`config.mk`:
```
export PLATFORM = sky130hd
export DESIGN_NAME = sigmoid_rr_sched
export DESIGN_NICKNAME = d
export VERILOG_FILES = /design/src/rtl/sigmoid_rr_sched.sv
export SDC_FILE = /design/constraint.sdc
export NUM_CORES = 1
export LEC_CHECK = 0
export ABC_AREA = 1
export CAP_MARGIN = 5
export CORE_MARGIN = 2
export CORE_UTILIZATION = 55
export CTS_CLUSTER_SIZE = 30
export DETAILED_ROUTE_END_ITERATION = 10
export DONT_BUFFER_PORTS = 1
export PLACE_DENSITY_LB_ADDON = 0.08
export SYNTH_ARGS = -nofsm -noshare
export SYNTH_HDL_FRONTEND = slang
export SYNTH_SLANG_ARGS = --single-unit
```
`constraint.sdc`:
```
create_clock -name clk -period 16.1 [get_ports clk]
set_input_delay 2.415 -clock clk [delete_from_list [all_inputs] [get_ports clk]]
set_output_delay 2.415 -clock clk [all_outputs]
set_load 0.01 [all_outputs]
```
`src/rtl/sigmoid_rr_sched.sv`:
```
// rtl/sigmoid_rr_sched.sv - round-robin scheduler feeding one shared Q16.16 sigmoid datapath
module sigmoid_rr_sched #(
  parameter int NREQ    = 4,
  parameter int MUL_LAT = 2
) (
  input  logic                     clk,
  input  logic                     rst_n,
  input  logic [NREQ-1:0]          req_valid,
  output logic [NREQ-1:0]          req_ready,
  input  logic [NREQ*32-1:0]       req_data,
  output logic                     out_valid,
  input  logic                     out_ready,
  output logic [31:0]              out_data,
  output logic [$clog2(NREQ)-1:0]  out_id,
  output logic                     out_sat,
  output logic                     busy
);
  localparam int ID_W  = $clog2(NREQ);
  localparam int CNT_W = (MUL_LAT > 1) ? $clog2(MUL_LAT) : 1;
  localparam logic signed [31:0] NEG_LIM = -32'sd65536;
  localparam logic signed [31:0] POS_LIM = 32'sd65535;
  localparam logic signed [63:0] ONE_Q28 = 64'sd268435456;

  typedef enum logic [2:0] {IDLE, S1, MUL, S2, OUT} state_t;

  state_t                state, state_n;
  logic [ID_W-1:0]       ptr, grant_id, scan_idx, id_q;
  logic                  grant_any;
  logic [CNT_W-1:0]      mul_cnt;
  logic                  mul_last;
  logic signed [31:0]    x_q, s_q, abs_x, a_val, s_n;
  logic                  sat_q, sat_n;
  logic signed [63:0]    s_ext, prod, p_q, t_v, res_n;

  // Search starts just past the last winner so every requester gets a turn.
  always_comb begin
    req_ready = '0;
    grant_id  = '0;
    grant_any = 1'b0;
    scan_idx  = '0;
    if (state == IDLE) begin
      for (int k = 1; k <= NREQ; k++) begin
        scan_idx = ID_W'((int'(ptr) + k) % NREQ);
        if (!grant_any && req_valid[scan_idx]) begin
          grant_any = 1'b1;
          grant_id  = scan_idx;
        end
      end
      if (grant_any) req_ready[grant_id] = 1'b1;
    end
  end

  assign mul_last = (mul_cnt == CNT_W'(MUL_LAT - 1));
  assign busy     = (state != IDLE);

  always_comb begin
    state_n = state;
    case (state)
      IDLE:    if (grant_any) state_n = S1;
      S1:      state_n = MUL;
      MUL:     if (mul_last) state_n = S2;
      S2:      state_n = OUT;
      OUT:     if (out_ready) state_n = IDLE;
      default: state_n = IDLE;
    endcase
  end

  // Most negative input has no positive twin; clamp its magnitude instead.
  always_comb begin
    abs_x = x_q;
    if (x_q[31]) abs_x = (x_q == 32'sh80000000) ? 32'sh7FFFFFFF : -x_q;
    a_val = abs_x >>> 2;
    s_n   = '0;
    sat_n = 1'b0;
    if (x_q[31]) begin
      if (x_q > NEG_LIM) s_n = a_val - 32'sd16384;
      else begin
        s_n   = 32'sd0;
        sat_n = 1'b1;
      end
    end else begin
      if (x_q < POS_LIM) s_n = 32'sd16384 - a_val;
      else begin
        s_n   = 32'sd1;
        sat_n = 1'b1;
      end
    end
  end

  always_comb begin
    s_ext = {{32{s_q[31]}}, s_q};
    prod  = s_ext * s_ext;
    t_v   = p_q >>> 1;
    res_n = x_q[31] ? t_v : (ONE_Q28 - t_v);
  end

  always_ff @(posedge clk or negedge rst_n) begin
    if (!rst_n) state <= IDLE;
    else        state <= state_n;
  end

  always_ff @(posedge clk or negedge rst_n) begin
    if (!rst_n) begin
      ptr       <= ID_W'(NREQ - 1);
      x_q       <= '0;
      id_q      <= '0;
      s_q       <= '0;
      sat_q     <= 1'b0;
      p_q       <= '0;
      mul_cnt   <= '0;
      out_valid <= 1'b0;
      out_data  <= '0;
      out_id    <= '0;
      out_sat   <= 1'b0;
    end else begin
      case (state)
        IDLE: if (grant_any) begin
          x_q  <= req_data[32*grant_id +: 32];
          id_q <= grant_id;
          ptr  <= grant_id;
        end
        S1: begin
          s_q     <= s_n;
          sat_q   <= sat_n;
          mul_cnt <= '0;
        end
        MUL: begin
          if (mul_last) begin
            p_q     <= prod;
            mul_cnt <= '0;
          end else begin
            mul_cnt <= mul_cnt + CNT_W'(1);
          end
        end
        S2: begin
          out_data  <= res_n[31:0];
          out_id    <= id_q;
          out_sat   <= sat_q;
          out_valid <= 1'b1;
        end
        OUT: if (out_ready) out_valid <= 1'b0;
        default: ;
      endcase
    end
  end
endmodule

```
==> summary.txt <==
STA
  – RSZ-0062 raised after global routing: no
  – Final worst path period share: 50.26%
  – Minimum clock period: a little over 8 ns
  – Setup ws final: ~8 ns
  – Setup_tns: 0 ns
  – Max Freq: 0.1236 GHz
  – Max_slew headroom: 19.87%
  – Final setup fails: 0
  – Worst slew pin tran: 1.193 ns
  – Final hold vios: 0
  – Skew final: 0.03063 ns
  – Final Max Slew Viols: 0

Route
  – Drt pass-1 iters: 6
  – Via density: ~5.2
  – DR iter-0 viols: 1150
  – WL per Instance: approximately 17 µm
  – # DRC: 0
  – WL final: 66.01 mm
  – Via count: 20384
  – Antenna-violating nets left: 0

Logic synthesis
  – Cell area after synthesis: 0.02510 mm²
  – Post-Synth Adder-Cell Area: 39.57%
  – Mux cell area share after synthesis: 0%
  – Synth Area in Compound Gates: 5.677%
  – Number of enable flip-flop cells after synthesis: 0
  – YS warnings: 0
  – XOR/XNOR share of the synthesized area: 2.333%
  – Main combinational cell family by area after synthesis: adder cells
  – Syn_area_per_cell: 7.344 µm²
  – Post-synth ARST share: 100.0%
  – Ys flop type: dfrtp_1
  – Yosys cell types: 54
  – #FFs+latches synth: 138
  – Sequential share of the synthesized area: 13.77%
  – Simple-Gate Fraction of Synth Area: 21.75%
  – Post-Synthesis Cells: 3418
  – Synthesized net count: 4108

Critical path
  – WS Path Type: reg2reg
  – Delay-heaviest family, CP: adder cells
  – Crit path launch: s_q[11]$_DFFE_PN0P_
  – R2R depth: 25
  – R2R Setup Slk: 8.01 ns
  – RR Endpoint: p_q[25]$_DFFE_PN0P_
  – Critical path's largest stage delay: 1.00 ns
  – Crit path to: p_q[25]$_DFFE_PN0P_
  – CP arrival: 8.43 ns
  – Most frequent CP cell: fa_1
  – WP depth: 25
  – Worst R2R Start: s_q[11]$_DFFE_PN0P_
  – Setup crit end kind: flop
  – Crit path launch type: flop
  – CP max FO: 24
  – CP max stage cell: dfrtp_1
  – Critical path buffer and inverter count: 7
  – CP Data Required Time: between 15 and 20 ns

Final layout
  – # diodes: 0
  – Synth-to-Final Area Change: 3.838%
  – Share of layout cells above drive strength 1: 2.896%
  – Final Cell Area: 0.02607 mm²
  – FILL cells: 4269
  – Final #Nets: 4026

Clock network
  – Post-CTS Setup Inserts: 0
  – Clock Tree Buf Depth: 2
  – Post_cts resized: 0
  – CTS tree: built
  – Clk_lat worst skew: around 0.46 ns
  – CTS clock-pin slew for the worst setup and hold paths: about 0.090 ns
  – Hold Buf Count CTS: 0
  – Clock sinks: ~140
  – Max H-tree Level: 4
  – TritonCTS Buffers: 17
  – Root buf cell: clkbuf_16

Global routing
  – Busiest grt layer: met2
  – Pin count of the biggest net entering global routing: 139
  – Grt met1 use: 39.42%
  – GRT Util Overall: between 20% and 30%
  – Initial antenna violation count: 0
  – Grt met3 use: between 4 and 5%
  – Number of global-route vias before repair: 20942
  – First-pass GRT wire length: around 110 mm
  – Met2 Usage GRT: between 40% and 50%
  – Grt total ovfl: 0

Placement
  – DP HPWL: 54.04 mm
  – I/O Buffers: 0
  – Dpl cell area: 0.02545 mm²
  – Post-Place Setup Slack: 8.130 ns
  – RePlAce Congestion: 0.9112

Die
  – Chip width: 217.6 µm
  – Site Rows: 78
  – I/O pin cnt: 176
  – Die Y: 217.6 µm
  – Initial Utilization: 55.55%
  – Die Footprint: 0.04737 mm²
  – Placeable Area: 0.04519 mm²

Outcome
  – Status: complete, no violations

Job
  – Max_cap viols: 0

Worst hold path
  – Worst hold path type: reg2reg
-- routing by layer --
layer | wire, µm | vias up
li1 | - | 9791
met1 | 28180 | 9890
met3 | 4090 | 84
met5 | 0 | -
met4 | 1856 | 0
met2 | 31890 | 619
-- Yosys cell counts (all sizes together), types with 2 or more instances --
library cell,n,area share (%)
nand4,33,0.82
a21oi,90,1.8
a22oi,7,0.21
dfstp,2,0.21
a31o,2,0.070
o41ai,2,0.070
o31ai,7,0.21
nand3b,36,1.1
ha,157,7.8
o21a,8,0.24
nand2,912,14
a21o,5,0.15
buf,38,0.98
a21boi,15,0.45
nor4,6,0.17
nand3,155,3.1
xnor2,20,0.73
nor3,18,0.38
o211ai,3,0.090
xor2,46,1.6
nor2,121,1.8
fa,398,32
o21ai,94,1.9
dfrtp,136,14
or2,24,0.60
clkbuf,79,1.2
o21bai,5,0.15
inv,984,15
a31oi,5,0.12
-- cell families after synthesis --
family          count (synthesis)
simple gates                 1307
buf+inv                      1102
fa+ha+maj                     555
compound gates                249
flops                         138
xor+xnor                       66
other cells                     1
-- registers in the layout, summed over array words and instances (netlist names) --
| name | flops |
|---|---|
| sat_q | 1 |
| out_valid | 1 |
| out_sat | 1 |
| p_q | 31 |
| out_id | 2 |
| ptr | 2 |
| mul_cnt | 1 |
| out_data | 31 |
| s_q | 31 |
| id_q | 2 |
| x_q | 32 |
| state | 3 |
-- tightest hold or removal path: cells and delay by family, from the launching register on --
family	cells	cell delay, ns
flops	1	0.35
simple gates	2	0.11
-- metrics by stage --
step	hold WS (ns)	util (%)	std cells
floorplan	0.4697	-	3418
global placement	0.4644	56.32	3917
detailed placement	0.4679	56.32	3917
CTS	0.4860	57.68	3949
global route	0.5344	57.68	3949
finish	0.4842	57.68	3949
-- worst min path at each step --
stage	start	end	slack, ns	cells past startpoint
global route	x_q[20]$_DFFE_PN0P_	x_q[20]$_DFFE_PN0P_	0.53	2
CTS	x_q[31]$_DFFE_PN0P_	x_q[31]$_DFFE_PN0P_	0.49	2
floorplan	p_q[32]$_DFFE_PN0P_	p_q[32]$_DFFE_PN0P_	0.47	2
finish	x_q[31]$_DFFE_PN0P_	x_q[31]$_DFFE_PN0P_	0.48	2
detailed placement	x_q[31]$_DFFE_PN0P_	x_q[31]$_DFFE_PN0P_	0.47	2
global placement	x_q[31]$_DFFE_PN0P_	x_q[31]$_DFFE_PN0P_	0.46	2
-- area by class of cell --
| type | count | area, µm² | area share, % |
|---|---|---|---|
| inverter | 985 | 3697 | 14.18 |
| clock buffer | 17 | 425.4 | 1.632 |
| timing repair buffer | 16 | 120.1 | 0.4608 |
| multi-input combinational | 2178 | 17420 | 66.84 |
| clock inverter | 15 | 191.4 | 0.7344 |
| tap | 600 | 750.7 | 2.880 |
| sequential | 138 | 3457 | 13.26 |
-- cells in the final DEF, fill, tap and decap left out, types with 7 or more instances in the layout --
cell	netlist	final
inv_1	981	981
nand2_1	908	908
fa_1	398	398
ha_1	157	157
nand3_1	154	154
dfrtp_1	136	135
nor2_1	118	116
a21oi_1	89	89
o21ai_0	88	88
xor2_1	46	46
nand3b_1	36	36
nand4_1	33	33
or2_2	24	24
xnor2_1	19	19
clkbuf_16	0	17
nor3_1	17	16
buf_4	3	16
a21boi_0	13	13
o21a_1	8	8
o31ai_1	7	7
a22oi_1	7	7
Power is not shown: default switching activity piles up to over one toggle a cycle in this logic, so the estimate is an artifact.
